File: config.mk
export PLATFORM = sky130hd
export DESIGN_NAME = pipe_skid_reg
export DESIGN_NICKNAME = d
export VERILOG_FILES = /design/src/rtl/pipe_pkg.sv /design/src/rtl/pipe_data_reg.sv /design/src/rtl/pipe_skid_reg.sv
export SDC_FILE = /design/constraint.sdc
export NUM_CORES = 1
export LEC_CHECK = 0
export CORE_MARGIN = 5
export CORE_UTILIZATION = 52
export CTS_BUF_LIST = sky130_fd_sc_hd__clkbuf_8
export DETAILED_ROUTE_END_ITERATION = 10
export GPL_TIMING_DRIVEN = 0
export PLACE_DENSITY = 0.83
export SYNTH_ARGS = -nofsm -noshare
export SYNTH_HDL_FRONTEND = slang
export SYNTH_HIERARCHICAL = 1
export SYNTH_SLANG_ARGS = --single-unit
File: constraint.sdc
create_clock -name clk -period 2.7 [get_ports clk]
set_input_delay 0.405 -clock clk [delete_from_list [all_inputs] [get_ports clk]]
set_output_delay 0.405 -clock clk [all_outputs]
set_load 0.02 [all_outputs]
File: src/rtl/pipe_pkg.sv
`default_nettype none
// ============================================================================
// pipe_pkg : state encodings shared by the pipeline skid register and control
// Rev 1.0
// ============================================================================
package pipe_pkg;
  localparam logic [1:0] ST_EMPTY = 2'b00;
  localparam logic [1:0] ST_BUSY  = 2'b01;
  localparam logic [1:0] ST_FULL  = 2'b10;
endpackage
`default_nettype wire

File: src/rtl/pipe_data_reg.sv
`default_nettype none
// ============================================================================
// pipe_data_reg : n-bit data register, synchronous active-low reset, load enable
// Rev 1.0
// ============================================================================
module pipe_data_reg #(
  parameter int n = 32
) (
  input  logic         clk,
  input  logic         rst_n,
  input  logic         i_load,
  input  logic [n-1:0] i_d,
  output logic [n-1:0] o_q
);
  logic [n-1:0] r_q;

  always_ff @(posedge clk) begin
    if (!rst_n) begin
      r_q <= '0;
    end else if (i_load) begin
      r_q <= i_d;
    end
  end

  assign o_q = r_q;
endmodule
`default_nettype wire

File: src/rtl/pipe_skid_reg.sv
`default_nettype none
// ============================================================================
// pipe_skid_reg : 2-entry skid buffer between pipeline stages, valid/ready
// Rev 1.0
// ============================================================================
module pipe_skid_reg
  import pipe_pkg::*;
#(
  parameter int n = 32
) (
  input  logic         clk,
  input  logic         rst_n,
  input  logic         flush,
  input  logic         in_valid,
  output logic         in_ready,
  input  logic [n-1:0] di,
  output logic         out_valid,
  input  logic         out_ready,
  output logic [n-1:0] dout
);
  logic [1:0]   r_state;
  logic         w_accept;
  logic         w_consume;
  logic         w_main_load;
  logic         w_skid_load;
  logic [n-1:0] w_main_d;
  logic [n-1:0] w_main_q;
  logic [n-1:0] w_skid_q;

  // Handshake flags come from registered state only, so out_ready never reaches in_ready.
  assign in_ready  = (r_state != ST_FULL);
  assign out_valid = (r_state != ST_EMPTY);
  assign w_accept  = in_valid & in_ready;
  assign w_consume = out_valid & out_ready;

  always_comb begin
    w_main_load = 1'b0;
    w_skid_load = 1'b0;
    w_main_d    = di;
    if (!flush) begin
      case (r_state)
        ST_EMPTY: w_main_load = w_accept;
        ST_BUSY: begin
          w_main_load = w_accept & w_consume;
          w_skid_load = w_accept & ~w_consume;
        end
        ST_FULL: begin
          w_main_load = w_consume;
          w_main_d    = w_skid_q;
        end
        default: ;
      endcase
    end
  end

  always_ff @(posedge clk) begin
    if (!rst_n) begin
      r_state <= ST_EMPTY;
    end else if (flush) begin
      r_state <= ST_EMPTY;
    end else begin
      case (r_state)
        ST_EMPTY: if (w_accept) r_state <= ST_BUSY;
        ST_BUSY: begin
          if (w_accept && !w_consume) r_state <= ST_FULL;
          else if (!w_accept && w_consume) r_state <= ST_EMPTY;
        end
        ST_FULL: if (w_consume) r_state <= ST_BUSY;
        default: r_state <= ST_EMPTY;
      endcase
    end
  end

  pipe_data_reg #(.n(n)) u_main (
    .clk   (clk),
    .rst_n (rst_n),
    .i_load(w_main_load),
    .i_d   (w_main_d),
    .o_q   (w_main_q)
  );

  pipe_data_reg #(.n(n)) u_skid (
    .clk   (clk),
    .rst_n (rst_n),
    .i_load(w_skid_load),
    .i_d   (di),
    .o_q   (w_skid_q)
  );

  assign dout = w_main_q;
endmodule
`default_nettype wire

==> run_results.csv, run 1 <==
group,metric,value,unit
outcome,status,"complete, no violations",
routing,wl,6.13,mm
critical_path,cpPeakStageDelay,0.50,ns
routing,dr_total_vias,2099,
cells_and_area,drive_gt1_share,18.0,%
synthesis,synth_edf_count,0,
synthesis,ys_async_sr_fraction,0,%
sta,worst_slew_pin_slew,0.382,ns
critical_path,required,2.92,ns
power,power_frac_seq,45.7,%
critical_path,cp_max_fo,10,
synthesis,yosysSeqAreaShare,40.9,%
floorplanning,fp.dieArea,7890,sq um
critical_path,crit_chain,"or2_2, and2_1, ha_1, nand2_1, a21o_2, a21oi_1, buf_6, buf_12, mux2i_1, nor2b_1",
critical_path,r2r_cells,10,
power,sw_frac_of_total,21.6,%
routing,wire_per_inst,14.4,um
floorplanning,ios,71,
clock_tree,cts_resized,0,
synthesis,yosys_most_used_dff,"dfxtp_1",
critical_path,cp.arrival,2.37,ns
floorplanning,die_y,88.8,um
cells_and_area,final_cells,425,
cells_and_area,nNetsFinal,385,
synthesis,synth.avg_cell_area,12.2,sq um
cells_and_area,multi_input_area,1680,sq um
routing,drcViolationCount,0,
critical_path,worst_setup_path_end_kind,"flip-flop",
critical_path,start_kind,"flip-flop",
critical_path,r2r_slack,0.55,ns
synthesis,ys_warn_count,6,
floorplanning,start_util,53.9,%
placement,port_buffers,70,
power,p_sw,0.483,mW
power,ir_drop,0.384,mV
synthesis,ys_types,23,
grt,grt_max_degree,12,
hold_path,hold_path_class,"reg2reg",
power,power_frac_comb,14.2,%
synthesis,synth_top_area_share,40.9,%
clock_tree,cts_max_level,3,
grt,track_usage,16.7,%
synthesis,synthesis.nets,304,
routing,viasPerCell,4.94,
cells_and_area,seq_area,1320,sq um
routing,first_pass_iters,4,
sta,fin_crit,2.15,ns
routing,drt_iter0_drc,60,
sta,fin_crit_sh,79.7,%
clock_tree,clkTransAtPathRegs,0.07,ns
clock_tree,cts_buffer_depth,2,
floorplanning,std_cell_rows,28,
clock_tree,cts-hold-fix-buffers,0,
sta,setup_violations,0,
placement,post-place-cells,410,
job,drv_cap,0,
sta,finalSetupTns,0,ns
synthesis,synth_area_leaders,"dfxtp_1 (41%), mux2i_1 (20%), mux2_4 (14%), nor2b_1 (12%), buf_12 (5.6%)",
clock_tree,post-cts-setup-buffer-count,0,
routing,postRouteAntennaNets,0,
placement,hpwl,4.33,mm
clock_tree,clk_latency,0.33,ns
sta,grt_setup_unrepaired,"no",
synthesis,postSynthCellCount,265,
synthesis,ys_top_cells_by_count,"dfxtp_1 (66), mux2i_1 (64), nor2b_1 (64), mux2_4 (30), buf_12 (9)",
critical_path,rr_startpoint,"r_state[1]",
sta,finalHoldViolations,0,
clock_tree,cts_tree,"yes",
placement,gp_congestion,0.684,
critical_path,slowest_stage,"dfxtp_1",
critical_path,r2r-end,"u_main/o_q[6]",
cells_and_area,area_growth,31.4,%
critical_path,path_class,"reg2reg",
floorplanning,design.core.area,5990,sq um
sta,fmax,465,MHz
sta,relSlewSlack,74.5,%
synthesis,synth.most_common_cell,"dfxtp_1",
grt,antenna_found_initial,0,
cells_and_area,fillers,431,
clock_tree,cts_buffers,9,
power,p_int,1.76,mW
floorplanning,fp.dieW,88.8,um
power,pwr_density_cell,528,nW/um^2
power,clock_power_share,40.2,%
grt,grt_pass1_vias,2226,
grt,gr-total-overflow,0,
critical_path,endpoint,"u_main/o_q[6]",
power,leakage,1.54,nW
sta,drv_slew,0,
clock_tree,clkSinkCount,66,
synthesis,yosys.area.top_type,"dfxtp_1",
sta,fin_worst_skew,0.00542,ns
critical_path,startpoint,"r_state[1]",
synthesis,ys_ff_latch,66,
clock_tree,root_buffer,"clkbuf_8",
cells_and_area,num_antenna_cells,0,
synthesis,netlist_area,3230,sq um
grt,grt_pass1_wl,10.2,mm
[metrics by stage]
| stage | utilization [%] | setup WS, ns | power (mW) | hold WS (ns) | instance area (sq um) |
|---|---|---|---|---|---|
| detailed placement | 67.2 | 0.275 | 1.36 | 0.502 | 4030 |
| global placement | 67.2 | 0.378 | 1.36 | 0.490 | 4030 |
| CTS | 70.9 | 0.533 | 2.27 | 0.521 | 4250 |
| global route | 70.9 | 0.329 | 2.34 | 0.537 | 4250 |
| floorplan | - | 0.711 | 1.22 | 0.477 | 3230 |
| finish | 70.9 | 0.548 | 2.24 | 0.519 | 4250 |
[worst min-delay path by stage]
stage / start / endpoint / slack [ns] / cells past startpoint
floorplan: u_skid/o_q[15] / u_skid/o_q[15] / 0.48 / 2
global placement: u_skid/o_q[15] / u_skid/o_q[15] / 0.49 / 2
detailed placement: u_main/o_q[23] / u_main/o_q[23] / 0.50 / 2
CTS: u_main/o_q[23] / u_main/o_q[23] / 0.52 / 2
global route: u_skid/o_q[14] / u_skid/o_q[14] / 0.54 / 2
finish: u_skid/o_q[7] / u_skid/o_q[7] / 0.52 / 2
[metal layers]
metal	vias to the layer above	wire (um)	GRT usage [%]
li1	1058	-	-
met1	983	2630	19.3
met2	50	3020	29.3
met3	8	412	5.77
met4	0	59	4.53
met5	-	0	0
[placed cells by master, fill, tap and decap left out, drive strengths merged, types with 3 or more instances in the layout]
cell           count
nand2b             4
mux2              32
mux2i             64
clkbuf            17
inv                3
a21oi              3
dfxtp             66
buf               11
clkdlybuf4s50     70
nor2b             64
[power by group through the flow]
stage / Sequential, mW / Combinational (mW) / Clock (mW)
finish: 1.02 / 0.317 / 0.900
global route: 1.03 / 0.340 / 0.970
CTS: 1.02 / 0.321 / 0.929
detailed placement: 1.04 / 0.319 / 0
global placement: 1.04 / 0.314 / 0
floorplan: 1.07 / 0.153 / 0
[logic make-up after synthesis]
kind of cell	after synthesis	share of synthesized area [%]
mux	96	34.5
buf+inv	18	7.08
fa+ha+maj	2	0.774
simple gates	76	15.3
flops	66	40.9
compound gates	7	1.55
[final cells by class]
class | count | area share [%]
clock buffer | 11 | 3.57
buffer | 17 | 5.31
multi-input combinational | 181 | 39.6
tap | 75 | 2.21
sequential | 66 | 31.1
clock inverter | 4 | 1.59
timing repair buffer | 70 | 16.5
inverter | 1 | 0.0884
[state kept, by name, indices dropped and copies added, names as in the netlist]
signal	count
u_skid/o_q	32
u_main/o_q	32
r_state	2
[critical path: cells and delay by family (launching register included)]
kind                       cells  cell delay, ns
adders and majority gates      1            0.15
AOI/OAI and AO/OA              2            0.41
muxes                          1            0.21
and+or+nand+nor                4            0.46
DFF                            1            0.50
buffers and inverters          2            0.33
No activity file was read; power rests on OpenSTA's default activity.
==> run 2, diff against run 1 <==
- clock period: 2.7 -> 2.03 ns (I/O delays scaled with it)
==> run 2 against run 1 <==
  * Final cell count grew 3.5%
  * Global-route usage is essentially flat
  * Combinational power grew 48%
  * Total power grew 35%
  * Core utilization grew 5.0 points
==> run_results.csv, run 2 (same netlist as run 1, synthesis figures left out) <==
group,metric,value,unit
outcome,status,"complete, no violations",
routing,dr_total_vias,2169,
placement,port_buffers,70,
cells_and_area,drive_gt1_share,24.9,%
routing,wl,6.74,mm
floorplanning,design.core.area,5990,sq um
sta,timing.final.ws_setup,0.0713,ns
critical_path,cp.arrival,2.18,ns
job,drv_cap,0,
cells_and_area,fillers,393,
sta,setup_violations,0,
grt,antenna_found_initial,0,
grt,busiest_layer,"met2",
sta,relSlewSlack,73.1,%
hold_path,hold_depth,2,
routing,first_pass_iters,4,
hold_path,hold_path_class,"reg2reg",
clock_tree,clkTransAtPathRegs,0.07,ns
clock_tree,cts_max_level,3,
critical_path,required,2.25,ns
grt,grt_pass1_vias,2235,
clock_tree,clk_latency,0.33,ns
sta,fmax,511,MHz
power,fin_total_pwr,3.03,mW
grt,grt_max_degree,12,
placement,hpwl,4.33,mm
power,pwr_density_cell,666,nW/um^2
grt,track_usage,16.8,%
clock_tree,root_buffer,"clkbuf_8",
power,ir_drop,0.510,mV
critical_path,cp_max_fo,8,
placement,gp_congestion,0.684,
critical_path,r2r_cells,11,
routing,drcViolationCount,0,
floorplanning,fp.dieArea,7890,sq um
clock_tree,cts_buffer_depth,2,
clock_tree,cts-hold-fix-buffers,0,
routing,drt_iter0_drc,42,
grt,grt_use_met3,5.77,%
cells_and_area,nNetsFinal,400,
routing,wire_per_inst,15.3,um
clock_tree,cts_tree,"yes",
sta,fin_worst_skew,0.00723,ns
power,leakage,1.67,nW
grt,grt_pass1_wl,10.2,mm
grt,gr-total-overflow,0,
routing,postRouteAntennaNets,0,
floorplanning,std_cell_rows,28,
clock_tree,clkSinkCount,66,
sta,worst_slew_pin_slew,0.404,ns
cells_and_area,final_core_util,75.9,%
critical_path,crit_top_cell,"buf_6",
cells_and_area,mostFrequentLayoutCell,"clkdlybuf4s50_1",
floorplanning,fp.dieW,88.8,um
placement,pre_cts_ws,-0.294,ns
routing,viasPerCell,4.93,
critical_path,start_kind,"flip-flop",
sta,fin_crit_sh,96.5,%
floorplanning,die_y,88.8,um
cells_and_area,design_area,4540,sq um
placement,placed_area,4030,sq um
sta,drv_slew,0,
sta,fin_crit,1.96,ns
critical_path,path_class,"reg2reg",
cells_and_area,area_growth,40.6,%
cells_and_area,num_antenna_cells,0,
grt,grtUsageMet2,29.4,%
floorplanning,ios,71,
grt,met1_usage,19.4,%
cells_and_area,final_cell_mix,"clkdlybuf4s50_1 (70), nor2b_1 (64), dfxtp_1 (64), mux2i_1 (61), mux2_4 (30)",
floorplanning,start_util,53.9,%
sta,finalHoldViolations,0,
critical_path,worst_setup_path_end_kind,"flip-flop",
clock_tree,cts_buffers,9,
critical_path,cpPeakStageDelay,0.35,ns
critical_path,crit_chain,"buf_6, nand2b_4, and2_4, ha_4, nand2_2, a21o_2, a21oi_2, buf_6, clkbuf_16, mux2i_1, nor2b_1",
critical_path,slowest_stage,"dfxtp_4",
[run 2: critical path, delay by kind of cell (launching register included)]
| family | cells | cell delay (ns) |
|---|---|---|
| buf+inv | 3 | 0.51 |
| flops | 1 | 0.35 |
| simple gates | 4 | 0.33 |
| compound gates | 2 | 0.33 |
| mux | 1 | 0.19 |
| fa+ha+maj | 1 | 0.13 |
[run 2: worst paths after layout]
| path | from | end | slack, ns |
|---|---|---|---|
| max | r_state[1] | u_main/o_q[5] | 0.07 |
| min | u_skid/o_q[7] | u_skid/o_q[7] | 0.52 |
| max reg2reg | r_state[1] | u_main/o_q[5] | 0.07 |
| min reg2reg | u_skid/o_q[7] | u_skid/o_q[7] | 0.52 |
[run 2: stage by stage]
step | hold slack [ns] | TNS (ns) | std cells
detailed placement | 0.502 | -9.71 | 410
CTS | 0.521 | -0.0595 | 427
global route | 0.537 | -0.241 | 440
global placement | 0.490 | -6.56 | 410
floorplan | 0.433 | 0 | 265
finish | 0.519 | 0 | 440
[run 2: final cells by class]
class / instances / area, sq um / share of cell area, %
Multi-Input combinational cell: 181 / 1750 / 38.5
Inverter: 1 / 6.26 / 0.138
Buffer: 17 / 225 / 4.96
Sequential cell: 66 / 1330 / 29.2
Clock inverter: 4 / 67.6 / 1.49
Clock buffer: 11 / 151 / 3.33
Tap cell: 75 / 93.8 / 2.06
Timing Repair Buffer: 85 / 922 / 20.3
[run 2: timing repair]
| action | 4_1_cts | 5_1_grt |
|---|---|---|
| cloned | 0 | 6 |
| pin swaps | 0 | 6 |
| resized for setup | 2 | 21 |
| setup endpoints to repair | 60 | 62 |
| buffers inserted | 2 | 7 |
| endpoints found under the hold margin | 0 | 0 |
[run 2: routing by layer]
layer | part of all wire, % | vias to the layer above
met5 | 0 | -
met4 | 0.82 | 0
met3 | 5.7 | 7
met2 | 50 | 49
met1 | 43 | 1028
li1 | - | 1085
[run 2: where the power goes]
part	switching [mW]	leakage [nW]	total, mW	internal [mW]
clock	0.457	0.118	1.20	0.744
sequential	0.0236	0.537	1.36	1.34
combinational	0.181	1.01	0.469	0.288
total	0.661	1.67	3.03	2.37
